`config.mk`:
```
export PLATFORM = sky130hd
export DESIGN_NAME = mmio_wr_fifo
export DESIGN_NICKNAME = d
export VERILOG_FILES = /design/src/rtl/mmio_wr_fifo.sv
export SDC_FILE = /design/constraint.sdc
export NUM_CORES = 1
export LEC_CHECK = 0
export CAP_MARGIN = 25
export CORE_ASPECT_RATIO = 1.75
export CORE_MARGIN = 2
export CORE_UTILIZATION = 34
export CTS_CLUSTER_DIAMETER = 30
export DETAILED_ROUTE_END_ITERATION = 10
export GPL_TIMING_DRIVEN = 1
export PLACE_DENSITY = 0.49
export SETUP_SLACK_MARGIN = 0.1
export SYNTH_ARGS = -nofsm -noshare
export SYNTH_HDL_FRONTEND = slang
export SYNTH_SLANG_ARGS = --single-unit
```
`constraint.sdc`:
```
create_clock -name clk -period 17.29 [get_ports clk]
set_clock_uncertainty 0.05 [all_clocks]
set_input_delay 2.5935 -clock clk [delete_from_list [all_inputs] [get_ports clk]]
set_output_delay 2.5935 -clock clk [all_outputs]
set_load 0.03 [all_outputs]
```
`src/rtl/mmio_wr_fifo.sv`:
```
// mmio_wr_fifo: 64-bit MMIO-mapped queue behind the AFU's CCI-P MMIO decode.
// Host writes to DATA_ADDR push a word. Host reads of DATA_ADDR pop a word.
// STATUS_ADDR reads back occupancy and sticky flags.
// CTRL_ADDR writes can flush the queue and/or clear the sticky flags.
// Every read answers exactly one clock later on rd_hit/rd_data.
module mmio_wr_fifo #(
  parameter int unsigned DEPTH       = 8,
  parameter logic [15:0] DATA_ADDR   = 16'h0020,
  parameter logic [15:0] STATUS_ADDR = 16'h0022,
  parameter logic [15:0] CTRL_ADDR   = 16'h0024,
  localparam int unsigned AW         = $clog2(DEPTH),
  localparam int unsigned CW         = $clog2(DEPTH) + 1
) (
  input  logic          clk,
  input  logic          rst,
  input  logic          wr_valid,
  input  logic          rd_valid,
  input  logic [15:0]   addr,
  input  logic [63:0]   wr_data,
  output logic          rd_hit,
  output logic [63:0]   rd_data,
  output logic [CW-1:0] count,
  output logic          empty,
  output logic          full
);

  // Status word layout: occupancy in [31:16], flags in [3:0].
  function automatic logic [63:0] status_word(input logic [CW-1:0] cnt,
                                              input logic udf, input logic ovf,
                                              input logic is_full, input logic is_empty);
    status_word = {32'h0000_0000, 16'(cnt), 12'h000, udf, ovf, is_full, is_empty};
  endfunction

  logic [63:0]   mem_r [DEPTH];
  logic [AW-1:0] wr_ptr_r;
  logic [AW-1:0] rd_ptr_r;
  logic          ovf_r;
  logic          udf_r;

  logic          push_req_s;
  logic          pop_req_s;
  logic          stat_req_s;
  logic          ctrl_req_s;
  logic          pop_ok_s;
  logic          push_ok_s;
  logic          flush_s;
  logic          clr_s;

  logic [AW-1:0] wr_ptr_nxt_s;
  logic [AW-1:0] rd_ptr_nxt_s;
  logic [CW-1:0] count_nxt_s;
  logic          ovf_nxt_s;
  logic          udf_nxt_s;
  logic          rd_hit_nxt_s;
  logic [63:0]   rd_data_nxt_s;

  assign push_req_s = wr_valid && (addr == DATA_ADDR);
  assign pop_req_s  = rd_valid && (addr == DATA_ADDR);
  assign stat_req_s = rd_valid && (addr == STATUS_ADDR);
  assign ctrl_req_s = wr_valid && (addr == CTRL_ADDR);

  // A pop that succeeds frees a slot, so a push into a full queue is still accepted.
  assign pop_ok_s   = pop_req_s && !empty;
  assign push_ok_s  = push_req_s && (!full || pop_ok_s);
  assign flush_s    = ctrl_req_s && wr_data[0];
  assign clr_s      = ctrl_req_s && wr_data[1];

  // Next pointers and occupancy. A flush overrides any pop/push update in the same cycle.
  always_comb begin
    wr_ptr_nxt_s = wr_ptr_r;
    rd_ptr_nxt_s = rd_ptr_r;
    count_nxt_s  = count;
    if (flush_s) begin
      wr_ptr_nxt_s = {AW{1'b0}};
      rd_ptr_nxt_s = {AW{1'b0}};
      count_nxt_s  = {CW{1'b0}};
    end else begin
      if (push_ok_s) begin
        wr_ptr_nxt_s = wr_ptr_r + AW'(1);
      end else begin
        wr_ptr_nxt_s = wr_ptr_r;
      end
      if (pop_ok_s) begin
        rd_ptr_nxt_s = rd_ptr_r + AW'(1);
      end else begin
        rd_ptr_nxt_s = rd_ptr_r;
      end
      case ({push_ok_s, pop_ok_s})
        2'b10:   count_nxt_s = count + CW'(1);
        2'b01:   count_nxt_s = count - CW'(1);
        default: count_nxt_s = count;
      endcase
    end
  end

  // Sticky overflow/underflow flags. A clear and a set cannot coincide, because the address differs.
  always_comb begin
    ovf_nxt_s = ovf_r;
    udf_nxt_s = udf_r;
    if (clr_s) begin
      ovf_nxt_s = 1'b0;
      udf_nxt_s = 1'b0;
    end else begin
      if (push_req_s && !push_ok_s) begin
        ovf_nxt_s = 1'b1;
      end else begin
        ovf_nxt_s = ovf_r;
      end
      if (pop_req_s && !pop_ok_s) begin
        udf_nxt_s = 1'b1;
      end else begin
        udf_nxt_s = udf_r;
      end
    end
  end

  // Read response, built from pre-edge state. A miss keeps the last data.
  always_comb begin
    rd_hit_nxt_s  = 1'b0;
    rd_data_nxt_s = rd_data;
    if (pop_req_s) begin
      rd_hit_nxt_s = 1'b1;
      if (pop_ok_s) begin
        rd_data_nxt_s = mem_r[rd_ptr_r];
      end else begin
        rd_data_nxt_s = 64'h0;
      end
    end else if (stat_req_s) begin
      rd_hit_nxt_s  = 1'b1;
      rd_data_nxt_s = status_word(count, udf_r, ovf_r, full, empty);
    end else begin
      rd_hit_nxt_s  = 1'b0;
      rd_data_nxt_s = rd_data;
    end
  end

  // Control state and registered outputs. empty/full are registered from the next count, so they do not glitch.
  always_ff @(posedge clk or posedge rst) begin
    if (rst) begin
      wr_ptr_r <= {AW{1'b0}};
      rd_ptr_r <= {AW{1'b0}};
      count    <= {CW{1'b0}};
      empty    <= 1'b1;
      full     <= 1'b0;
      ovf_r    <= 1'b0;
      udf_r    <= 1'b0;
      rd_hit   <= 1'b0;
      rd_data  <= 64'h0;
    end else begin
      wr_ptr_r <= wr_ptr_nxt_s;
      rd_ptr_r <= rd_ptr_nxt_s;
      count    <= count_nxt_s;
      empty    <= (count_nxt_s == {CW{1'b0}});
      full     <= (count_nxt_s == CW'(DEPTH));
      ovf_r    <= ovf_nxt_s;
      udf_r    <= udf_nxt_s;
      rd_hit   <= rd_hit_nxt_s;
      rd_data  <= rd_data_nxt_s;
    end
  end

  // Storage array write. The array is deliberately not reset.
  always_ff @(posedge clk) begin
    if (push_ok_s) begin
      mem_r[wr_ptr_r] <= wr_data;
    end
  end

endmodule

```
[Word level (Yosys, flattened, before mapping)]
Memory sizes are Yosys's and may differ from the RTL's.
Cells that the tools add are included.
Cells by class
  equal/unequal tests: 6
  reductions and logical operators: 21
  multiplexer cells: 17
  add/sub/neg operators: 4
Operators by type and width (count)
  $mux W64: 3
  $eq A16 B6 Y1 const B: 3
  $mux W3: 4
  $logic_and A1 B1 Y1: 10
  $reduce_bool A2 Y1: 5
  $mux W1: 8
  $pmux W4 S2: 1
  $add A3 B1 Y3 const B: 2
  $add A4 B1 Y4 const B: 1
  $eq A4 B4 Y1 const B: 1
  $logic_not A1 Y1: 4
  $logic_not A4 Y1: 1
  $mux W4: 1
  $sub A4 B1 Y4 const B: 1
  $eq A2 B1 Y1 const B: 1
  $eq A2 B2 Y1 const B: 1
  $logic_or A1 B1 Y1: 1
Storage, ports and cells
  input bits: 84
  word-level logic and storage cells: 58
  memories: 1
  output and inout bits: 71
  flip-flop bits (word level): 79
  RAM bits: 512
Memories
  mem_r: depth 8, bits a word 64, rd ports 1, clocked after memory_dff 0, wr ports 1, line 34  | logic [63:0] mem_r [DEPTH];

[Longest topological paths before layout]
  word-level depth: 9
  gate-level depth with buffers: 11
  mapped depth without buffers: 11

[Least setup slack after synthesis]
OpenSTA, ideal clock, no wires.
  kind: in2reg
  start point: input port addr[13]
  end point: memory mem_r[1][0] (enable)
  data required time: 16.675 ns
  stages: 5
  data arrival time: 8.120 ns
  setup slack: 8.555 ns
  cell sequence: nor4_4 -> nand3_1 -> a2111o_1 -> or2_2 -> nor3_1
Between the ends
  cells in the longest elaborated chain, start to end: 7
Ends and longest elaborated chain
  from (decl): line 18  | input logic [15:0] addr,
  $eq A16 B6 Y1 *: line 57, 58
  $logic_and A1 B1 Y1: line 58  | assign pop_req_s = rd_valid && (addr == DATA_ADDR);
  $logic_and A1 B1 Y1: line 63  | assign pop_ok_s = pop_req_s && !empty;
  $logic_or A1 B1 Y1: line 64  | assign push_ok_s = push_req_s && (!full || pop_ok_s);
  $logic_and A1 B1 Y1 *: line 64
  $mux W1 *: line 164  | if (push_ok_s) begin
  $mux W1 (implied by the code) *: line 165  | mem_r[wr_ptr_r] <= wr_data;
  to (decl): line 34
Mark *: on every way between the ends. The rest lies on a longest branch, timed or not.

[Worst setup path after layout]
  start point: input port addr[5]
  end point: memory mem_r[0][13] (enable)
Same word-level chain as after synthesis.

==> flow_summary.ini <==
[run]
maxCapViolCount = 0

[layout]
fillers = 5623
drive_above_1_share = 0.256
register_area_um2 = 17400
utilization = 0.435
multi_input_area_um2 = 4810
instances_no_fill = 2178
stdcell_area_um2 = 28300
nets = 1366
areaGrowthSynthToFinish_pct = 26.6

[floorplanning]
die_w_um = 198
ioPinCount = 155
die_h_um = 343
start_util = 0.343
num_rows = 124
core_um2 = 65200
die-area_um2 = 67900

[grt]
grt_pass1_wl_um = 76400
grt.total_usage = 0.153
overflow = 0
grt_max_degree = 66
grt_pass1_vias = 12000
antenna_found_initial = 4

[critical_path]
critPathArrivalTime_ps = 5810
worstSetupStartpointType = input pin
worstPathRequired_ps = 17480
crit_start = addr[5]
path_class = in -> reg
regToRegSetupSlack_ps = 13730
r2r-end = rd_data[3]
cp-endpoint = mem_r[0][13]
cp_max_fo = 34
r2r-start = rd_ptr_r[0]
ff2ff_path_depth = 6
end_kind = flip-flop

[yosys]
synth_top_cell_area_share = 0.687
ys_top_cells_by_area = edfxtp_1, mux4_2, dfrtp_1, mux2i_1, o21ai_0
async_flop_share = 0.134
ys_seq_area_frac = 0.776
synthCells = 1058
syn_nets = 1147
yosys_warnings = 0
synth-seq-cells = 591
yosysTopAreaCell = edfxtp_1
ys.flop_type = edfxtp_1
ys_types = 42
synth-edff-count = 512
syn_area_um2 = 22400
synth_most_common_cell = edfxtp_1
ys_top_cells_by_count = edfxtp_1, mux4_2, dfrtp_1
synth_area_per_cell_um2 = 21.1

[power]
vdd_drop_max_uv = 74.3
power_mw = 3.48
p_per_area_nw_per_um2 = 123
p_sw_uw = 739
pwr-share-seq = 0.446
clkPwrFrac = 0.542
p_int_mw = 2.74
pwr-share-comb = 0.012
switching_share = 0.212
p_leak_nw = 9.18

[drt]
drt_iter0_drc = 524
num_vias = 10800
wl_per_cell_um = 23.3
firstDrtPassIters = 4
drt_drc_violations_left = 0
final_antenna_net_count = 0
vias_per_cell = 4.95
totalWireLength_um = 50700

[clock_tree]
postCtsSetupRepairBufs = 0
clkTransAtPathRegs_ps = 50
cts_buffer_depth = 3
postCtsHoldBufs = 0
cts_tree = done
cts_buffers = 93
ctsResizeCount = 0
cts.htree.levels = 3
clock_latency_ps = 620
root_buffer = clkbuf_16
cts_sinks = 591

[sta]
rsz0062_at_grt = no
setup_slack_ps = 11670
tightest_slew_ps = 986
slew_violations = 0
fin_crit_ps = 5620
setup_viol = 0
slew_headroom = 0.343
setup_tns_ps = 0
finalCritPeriodShare = 0.325
hold_slack_ps = 426
fmax_ghz = 0.178
hold_viol = 0

[placed_design]
io_buffers = 154
placed_area_um2 = 25100
dp.cells = 2001
hpwl_um = 30400
pre_cts_ws_ps = 10970
routabilityCongestion = 0.712

[outcome]
status = finished, final reports clean

[hold_path]
hold_class = reg -> reg
[logic make-up after synthesis]
group / Yosys count / synth area share
adder cells (fa/ha/maj): 5 / 0.00280
flip-flops: 591 / 0.776
AO/OA/AOI/OAI: 86 / 0.0227
AND/OR/NAND/NOR: 116 / 0.0249
XOR/XNOR: 8 / 0.00313
buffers and inverters: 57 / 0.0120
multiplexers: 195 / 0.159
[final cells by class]
cell class / count / share of cell area
antenna: 1 / 0.0000884
clock buffer: 102 / 0.0866
clock inverter: 74 / 0.0280
inverter: 3 / 0.000486
multi-input combinational: 410 / 0.170
sequential: 591 / 0.613
tap: 819 / 0.0362
timing repair buffer: 178 / 0.0656
[how the worst min path moves through the flow]
stage | start | end | slack [ps] | cells past startpoint
floorplan | udf_r | udf_r | 470 | 2
CTS | rd_data[24] | rd_data[24] | 430 | 2
global route | rd_data[7] | rd_data[7] | 450 | 2
finish | rd_data[26] | rd_data[26] | 430 | 2
detailed placement | rd_data[24] | rd_data[24] | 420 | 2
global placement | rd_data[27] | rd_data[27] | 420 | 2
[layout by cell type, fill, tap and decap left out, drive strengths merged, types with 3 or more instances in the layout]
master / netlist / routed
edfxtp: 512 / 512
clkdlybuf4s50: 0 / 154
mux4: 128 / 128
clkbuf: 27 / 102
dfrtp: 78 / 78
mux2i: 67 / 67
nand2: 58 / 58
o21ai: 56 / 56
clkinv: 0 / 34
nor2: 32 / 32
inv: 3 / 26
buf: 27 / 24
a21oi: 12 / 12
clkinvlp: 0 / 9
a2bb2oi: 8 / 8
bufinv: 0 / 8
nand2b: 5 / 5
ha: 5 / 5
xor2: 4 / 4
xnor2: 4 / 4
nand3: 3 / 3
nor4: 3 / 3
nand4b: 3 / 3
or2: 3 / 3
nor3: 3 / 3
[worst max-delay path, stage by stage]
cell and delay (ps):
clkdlybuf4s50_1 450, nor2b_1 240, nand4b_1 280, a2111o_1 570, nand2b_1 370, nor3_2 180
buf_4 480, buf_4 600
[sequential cells by signal (all words and copies together) (netlist names)]
name	cells
rd_hit	1
count	4
empty	1
wr_ptr_r	3
rd_ptr_r	3
udf_r	1
full	1
ovf_r	1
rd_data	64
mem_r	512
[layer usage]
layer  wire (µm)  share of wire  track usage  up-vias
li1            -              -            -     4775
met1       19900           0.39        0.175     5681
met2       27500           0.54        0.285      252
met3        2140          0.042       0.0287       75
met4        1120          0.022       0.0542        2
met5          13        0.00026            0        -
[power groups by stage]
stage | sequential (mW) | clock, mW | combinational, mW
after detailed placement | 1.58 | 0 | 0.0442
after CTS | 1.55 | 1.93 | 0.0443
after global routing | 1.55 | 1.99 | 0.0471
after global placement | 1.58 | 0 | 0.0423
after floorplan | 1.58 | 0 | 0.00390
final | 1.55 | 1.89 | 0.0426
(Power assumes the default switching activity.)
